## src/rtl/reg_file_param.sv

```systemverilog
// rtl/reg_file_param.sv - parametrised 1W/2R register file with a hardware clear sweep
// Optional write-through forwarding to the read ports when REG_FILE_BYPASS_EN is defined.
module reg_file_param #(
  parameter int WIDTH = 16,
  parameter int DEPTH = 8,
  parameter int AW    = 3
) (
  input  logic             clk,
  input  logic             rst_n,
  input  logic             WR_EN,
  input  logic [AW-1:0]    WR_ADDR,
  input  logic [WIDTH-1:0] WR_DATA,
  output logic             WR_REJECT,
  input  logic             RD1_EN,
  input  logic [AW-1:0]    RD1_ADDR,
  output logic [WIDTH-1:0] RD1_DATA,
  input  logic             RD2_EN,
  input  logic [AW-1:0]    RD2_ADDR,
  output logic [WIDTH-1:0] RD2_DATA,
  input  logic             CLR_REQ,
  output logic             CLR_BUSY,
  output logic             CLR_DONE
);

  typedef enum logic {IDLE, SWEEP} state_t;

  localparam logic [AW-1:0] LAST_IDX  = AW'(DEPTH - 1);
  localparam logic [AW:0]   DEPTH_EXT = (AW + 1)'(DEPTH);

  state_t           state_q, state_d;
  logic [AW-1:0]    cnt_q, cnt_d;
  logic             busy_q, busy_d;
  logic             done_q, done_d;
  logic             reject_q, reject_d;
  logic [WIDTH-1:0] rd1_q, rd1_d;
  logic [WIDTH-1:0] rd2_q, rd2_d;
  logic [WIDTH-1:0] mem_q [DEPTH];

  logic wr_addr_ok, rd1_addr_ok, rd2_addr_ok, wr_accept;

  assign wr_addr_ok  = ({1'b0, WR_ADDR}  < DEPTH_EXT);
  assign rd1_addr_ok = ({1'b0, RD1_ADDR} < DEPTH_EXT);
  assign rd2_addr_ok = ({1'b0, RD2_ADDR} < DEPTH_EXT);
  // A write arriving alongside CLR_REQ still lands; the sweep clears it afterwards.
  assign wr_accept   = (state_q == IDLE) && WR_EN && wr_addr_ok;

  always_comb begin
    state_d  = state_q;
    cnt_d    = cnt_q;
    done_d   = 1'b0;
    reject_d = (state_q == SWEEP) && WR_EN && wr_addr_ok;
    case (state_q)
      IDLE: begin
        if (CLR_REQ) begin
          state_d = SWEEP;
          cnt_d   = '0;
        end
      end
      SWEEP: begin
        if (cnt_q == LAST_IDX) begin
          state_d = IDLE;
          cnt_d   = '0;
          done_d  = 1'b1;
        end else begin
          cnt_d = cnt_q + 1'b1;
        end
      end
      default: state_d = IDLE;
    endcase
    busy_d = (state_d == SWEEP);
  end

  always_comb begin
    rd1_d = rd1_q;
    rd2_d = rd2_q;
    if (RD1_EN) begin
      rd1_d = rd1_addr_ok ? mem_q[RD1_ADDR] : '0;
    end
    if (RD2_EN) begin
      rd2_d = rd2_addr_ok ? mem_q[RD2_ADDR] : '0;
    end
`ifdef REG_FILE_BYPASS_EN
    if (RD1_EN && wr_accept && (RD1_ADDR == WR_ADDR)) begin
      rd1_d = WR_DATA;
    end
    if (RD2_EN && wr_accept && (RD2_ADDR == WR_ADDR)) begin
      rd2_d = WR_DATA;
    end
`endif
  end

  always_ff @(posedge clk) begin
    if (!rst_n) begin
      state_q  <= IDLE;
      cnt_q    <= '0;
      busy_q   <= 1'b0;
      done_q   <= 1'b0;
      reject_q <= 1'b0;
      rd1_q    <= '0;
      rd2_q    <= '0;
    end else begin
      state_q  <= state_d;
      cnt_q    <= cnt_d;
      busy_q   <= busy_d;
      done_q   <= done_d;
      reject_q <= reject_d;
      rd1_q    <= rd1_d;
      rd2_q    <= rd2_d;
    end
  end

  always_ff @(posedge clk) begin
    if (!rst_n) begin
      for (int i = 0; i < DEPTH; i++) begin
        mem_q[i] <= '0;
      end
    end else if (state_q == SWEEP) begin
      mem_q[cnt_q] <= '0;
    end else if (wr_accept) begin
      mem_q[WR_ADDR] <= WR_DATA;
    end
  end

  assign WR_REJECT = reject_q;
  assign CLR_BUSY  = busy_q;
  assign CLR_DONE  = done_q;
  assign RD1_DATA  = rd1_q;
  assign RD2_DATA  = rd2_q;

endmodule

```

## config.mk

```make
export PLATFORM = sky130hd
export DESIGN_NAME = reg_file_param
export DESIGN_NICKNAME = d
export VERILOG_FILES = /design/src/rtl/reg_file_param.sv
export SDC_FILE = /design/constraint.sdc
export NUM_CORES = 1
export LEC_CHECK = 0
export BUFFER_PORTS_ARGS = -buffer_cell sky130_fd_sc_hd__buf_2
export CAP_MARGIN = 25
export CORE_ASPECT_RATIO = 1.1
export CORE_MARGIN = 1
export CORE_UTILIZATION = 55
export DETAILED_ROUTE_END_ITERATION = 12
export PLACE_DENSITY_LB_ADDON = 0.08
export SLEW_MARGIN = 30
export SYNTH_ARGS = -nofsm -noshare
export SYNTH_HDL_FRONTEND = slang
export SYNTH_SLANG_ARGS = --single-unit
```

## constraint.sdc

```tcl
create_clock -name clk -period 3.3 [get_ports clk]
set_input_delay 0.33 -clock clk [delete_from_list [all_inputs] [get_ports clk]]
set_output_delay 0.33 -clock clk [all_outputs]
set_load 0.1 [all_outputs]
```

**Word-level counts from Yosys, hierarchy flattened**

Memory sizes are Yosys's and may differ from the RTL's. A register that Yosys moved wholly into a read port is not among the register bits.
Index checks and enable logic that the tools add are counted.

- Register bits: 6
- Memory bits (writable): 128
- Input bits: 31
- Logic and storage cells: 37
- Memories: 1

Memory list:

| name | words | bits a word | rd ports | clocked after Yosys merged registers in | wr ports | RTL line | text |
|---|---|---|---|---|---|---|---|
| mem_q | 8 | 16 | 2 | 2 | 8 | 37 | `logic [WIDTH-1:0] mem_q [DEPTH];` |

- Add/subtract/negate cells: 1
- Eq/ne operators: 2
- Mux-type cells: 21
- Bitwise operators: 1
- Reduce and logical (&&, ||, !) cells: 7

Operators by type and width:

| cell | count |
|---|---|
| $mux 16 | 2 |
| $reduce_or 16->1 | 2 |
| $mux 1 | 13 |
| $mux 3 | 4 |
| $pmux 3 s2 | 1 |
| $add 3x1->3 const B | 1 |
| $eq 3x3->1 const B | 1 |
| $logic_and 1x1->1 | 2 |
| $logic_not 1->1 | 2 |
| $ne 2x2->1 const B | 1 |
| $pmux 1 s2 | 1 |
| $reduce_and 2->1 | 1 |
| $not 1->1 | 1 |

**Longest topological paths before layout**

- Depth after elaboration: 8
- Depth in mapped cells: 7
- Gate-level depth less buffers: 5

**Worst setup path after synthesis**

OpenSTA, ideal clock, no wires.

- Kind: reg2reg
- From: register, netlist name CLR_BUSY
- To: memory mem_q[1][0] (enable)
- Library setup time: 411 ps
- Arrival: 3087 ps
- Setup slack: -199 ps
- Cell stages (with the launch flop): 5
- Cells stage by stage: dfxtp_1 > nand3b_4 > mux2_2 > nand2b_1 > o21ai_0

RTL lines:

| element | RTL line |
|---|---|
| end, declared | 37 |

==> results by group <==
Final layout
  – Nets: 751
  – # diodes: 0
  – Most frequent cells in the layout: 129 x and2_1, 128 x edfxtp_1, 65 x mux2i_1, 65 x mux2_2, 65 x buf_2
  – Layout area overhead: 13.73%
  – Post-route cell area: around 9400 µm²
  – Final Core Density: between 60 and 70%
  – Proportion of layout cells with a drive suffix above 1: 26.44%
  – Commonest non-fill, non-tap cell in the layout: and2_1

STA
  – Skew final: slightly below 0.01 ns
  – Fin crit share: 70.63%
  – Final Setup Violations: 0
  – Max Fclk: roughly 430 MHz
  – Final Hold Viols: 0
  – Period minus WS final: 2.331 ns
  – Relative max-transition margin: between 30% and 40%
  – Max Slew Vio Count: 0
  – Slew @ Worst Pin: 0.9979 ns
  – Final setup margin: 0.9692 ns
  – RSZ-0062 raised after global routing: false
  – Hold slack: 0.2232 ns

CTS
  – Number of CTS-inserted buffers: 17
  – Root buffer cell: clkbuf_16
  – # hold bufs at CTS: 0
  – H-tree Lvls: 4
  – CTS tree: done
  – Clock-pin slew on the worst setup and hold paths: 0.06 ns
  – Clock Latency Late Sink: 0.43 ns
  – Maximum root-to-sink buffer count: 2
  – # resized after CTS: 0
  – Post-CTS Setup Repair Bufs: 0
  – Clock sinks: 166

Floorplanning
  – Rows: 46
  – CORE AREA: 14560 µm²
  – Full die area: roughly 16000 µm²
  – Die X: 118.8 µm
  – I/O pin count: 66
  – Starting Density: 56.72%
  – DIE HEIGHT: 130.5 µm

Detailed routing
  – Vias per cell: 5.962
  – DRC viols: 0
  – DRT antenna net count: 0
  – Routed length per instance: 21.63 µm
  – Drt first pass iters: 5
  – Via count: 5497
  – Routed Wire Length: 19.95 mm
  – DR iter-0 viols: around 380

Yosys
  – Dominant cells by area after synthesis: edfxtp_1 47%, and2_1 9.8%, dfxtp_1 9.2%
  – Register bit count reported by yosys: 166
  – Sequential share of the synthesized area: 55.75%
  – Yosys warns: 0
  – Yosys cell types: 37
  – Most area-hungry cell type in the Yosys netlist: edfxtp_1
  – Synth Flop Type: edfxtp_1
  – Post-synth ARST share: 0%
  – Syn nets: about 690
  – Yosys top cell area share: a little under half
  – Mean Syn Cell Area: 12.59 µm²
  – Mapped Area: 8259 µm²
  – Mapped Cells: roughly 660
  – EDFF count, synth: ~130

Critical path
  – Crit. End Element: register
  – Startpoint types: register
  – Worst stage delay on the critical path: 0.70 ns
  – Worst-path fanout max: 16
  – Worst Path Arrival: 2.62 ns
  – CP top delay family: simple AND/OR/NAND/NOR gates
  – Critical path class: reg2reg
  – Buffers and inverters on the worst path: 0
  – CP max-delay cell: nor2_2
  – Crit-path cells: nand3b_4 -> mux2_4 -> nor2_2 -> and2_1
  – Critical Path RT: approximately 3.6 ns

Placed design
  – DP Worst Slack: 0.9651 ns
  – PortBufs: 65
  – Post-DP HPWL: 13.22 mm
  – GPL Wtd Cong: between 0.8 and 0.9
  – Placed instance area: roughly 8800 µm²

Worst hold path
  – Hold crit path type: in2reg

Pwr
  – Cell Pwr Density: 545.8 nW/µm²
  – Worst IR Drop VDD: 387.9 µV
  – Pwr Total: between 5 and 6 mW
  – Leakage: between 3 and 4 nW

Global route
  – First-pass GRT wire length: 30.19 mm
  – Antenna violations before repair: 0
  – All-Layer GR Usage: 26.99%
  – Pin count of the biggest net entering global routing: 65
  – Overflow after GRT: 0
  – Number of global-route vias before repair: ~5.3k

Flow run
  – Max_cap viols: 0

Status
  – Outcome: finished, final reports clean
cells in the mapped netlist (6+ instances only):
cell and count:
and2_1 129, edfxtp_1 128, mux2_2 65, mux2i_1 65, dfxtp_1 38, o21ai_0 37, a21oi_1 34, clkbuf_1 28
a221o_1 20, o22ai_1 20, a22oi_1 12, buf_4 12, o221ai_1 12, nand2_1 6, nand2b_1 6
state kept, by name, indices dropped and copies added (netlist names):
register and flops:
mem_q 128, RD1_DATA 16, RD2_DATA 16, cnt_q 3, CLR_BUSY 1, CLR_DONE 1
WR_REJECT 1
cell type report:
class / count / area [µm²]
clock buffer: 23 / 489.2
clock inverter: 8 / 97.59
fill: 1130 / 5169
inverter: 2 / 7.507
multi-input combinational: 442 / 3423
sequential: 166 / 4604
tap: 192 / 240.2
timing repair buffer: 89 / 530.5
power breakdown:
part	switching [mW]	internal [mW]	total [mW]
clock network	0.776	1.19	1.97
logic	0.534	0.214	0.748
registers	0.0549	2.36	2.41
routing by layer:
layer	global-route usage, %	vias up	wire length [µm]
met1	33.32	2695	8349
met2	47.75	171	10350
met3	3.819	37	834
li1	-	2594	-
met4	11.84	0	414
met5	0	-	0
logic make-up (layout without fill, tap and decap cells):
logic type	count (synthesis)	after routing	share of synthesized area, %
simple gates	169	169	13.26
flops	166	166	55.75
compound gates	140	140	10.97
mux	131	131	16.92
buf+inv	48	122	2.802
fa+ha+maj	2	2	0.3029
worst reg2reg max path, cell delays in order, from the launching register on:
cell and delay (ns):
dfxtp_1 0.59, nand3b_4 0.30, mux2_4 0.37, nor2_2 0.70, and2_1 0.24
per-stage QoR:
stage | instances | setup TNS, ns
after floorplan | 656 | -6.357
after global placement | 891 | 0
after detailed placement | 891 | 0
after CTS | 922 | 0
after global routing | 922 | 0
final | 922 | 0
final timing paths:
path	depth (start not counted)	slack, ns	start	to
max	4	0.97	CLR_BUSY	mem_q[3][11]
min reg2reg	2	0.52	RD2_DATA[4]	RD2_DATA[4]
max reg2reg	4	0.97	CLR_BUSY	mem_q[3][11]
min	3	0.22	CLR_REQ	CLR_BUSY
No activity file was read; power rests on OpenSTA's default activity.
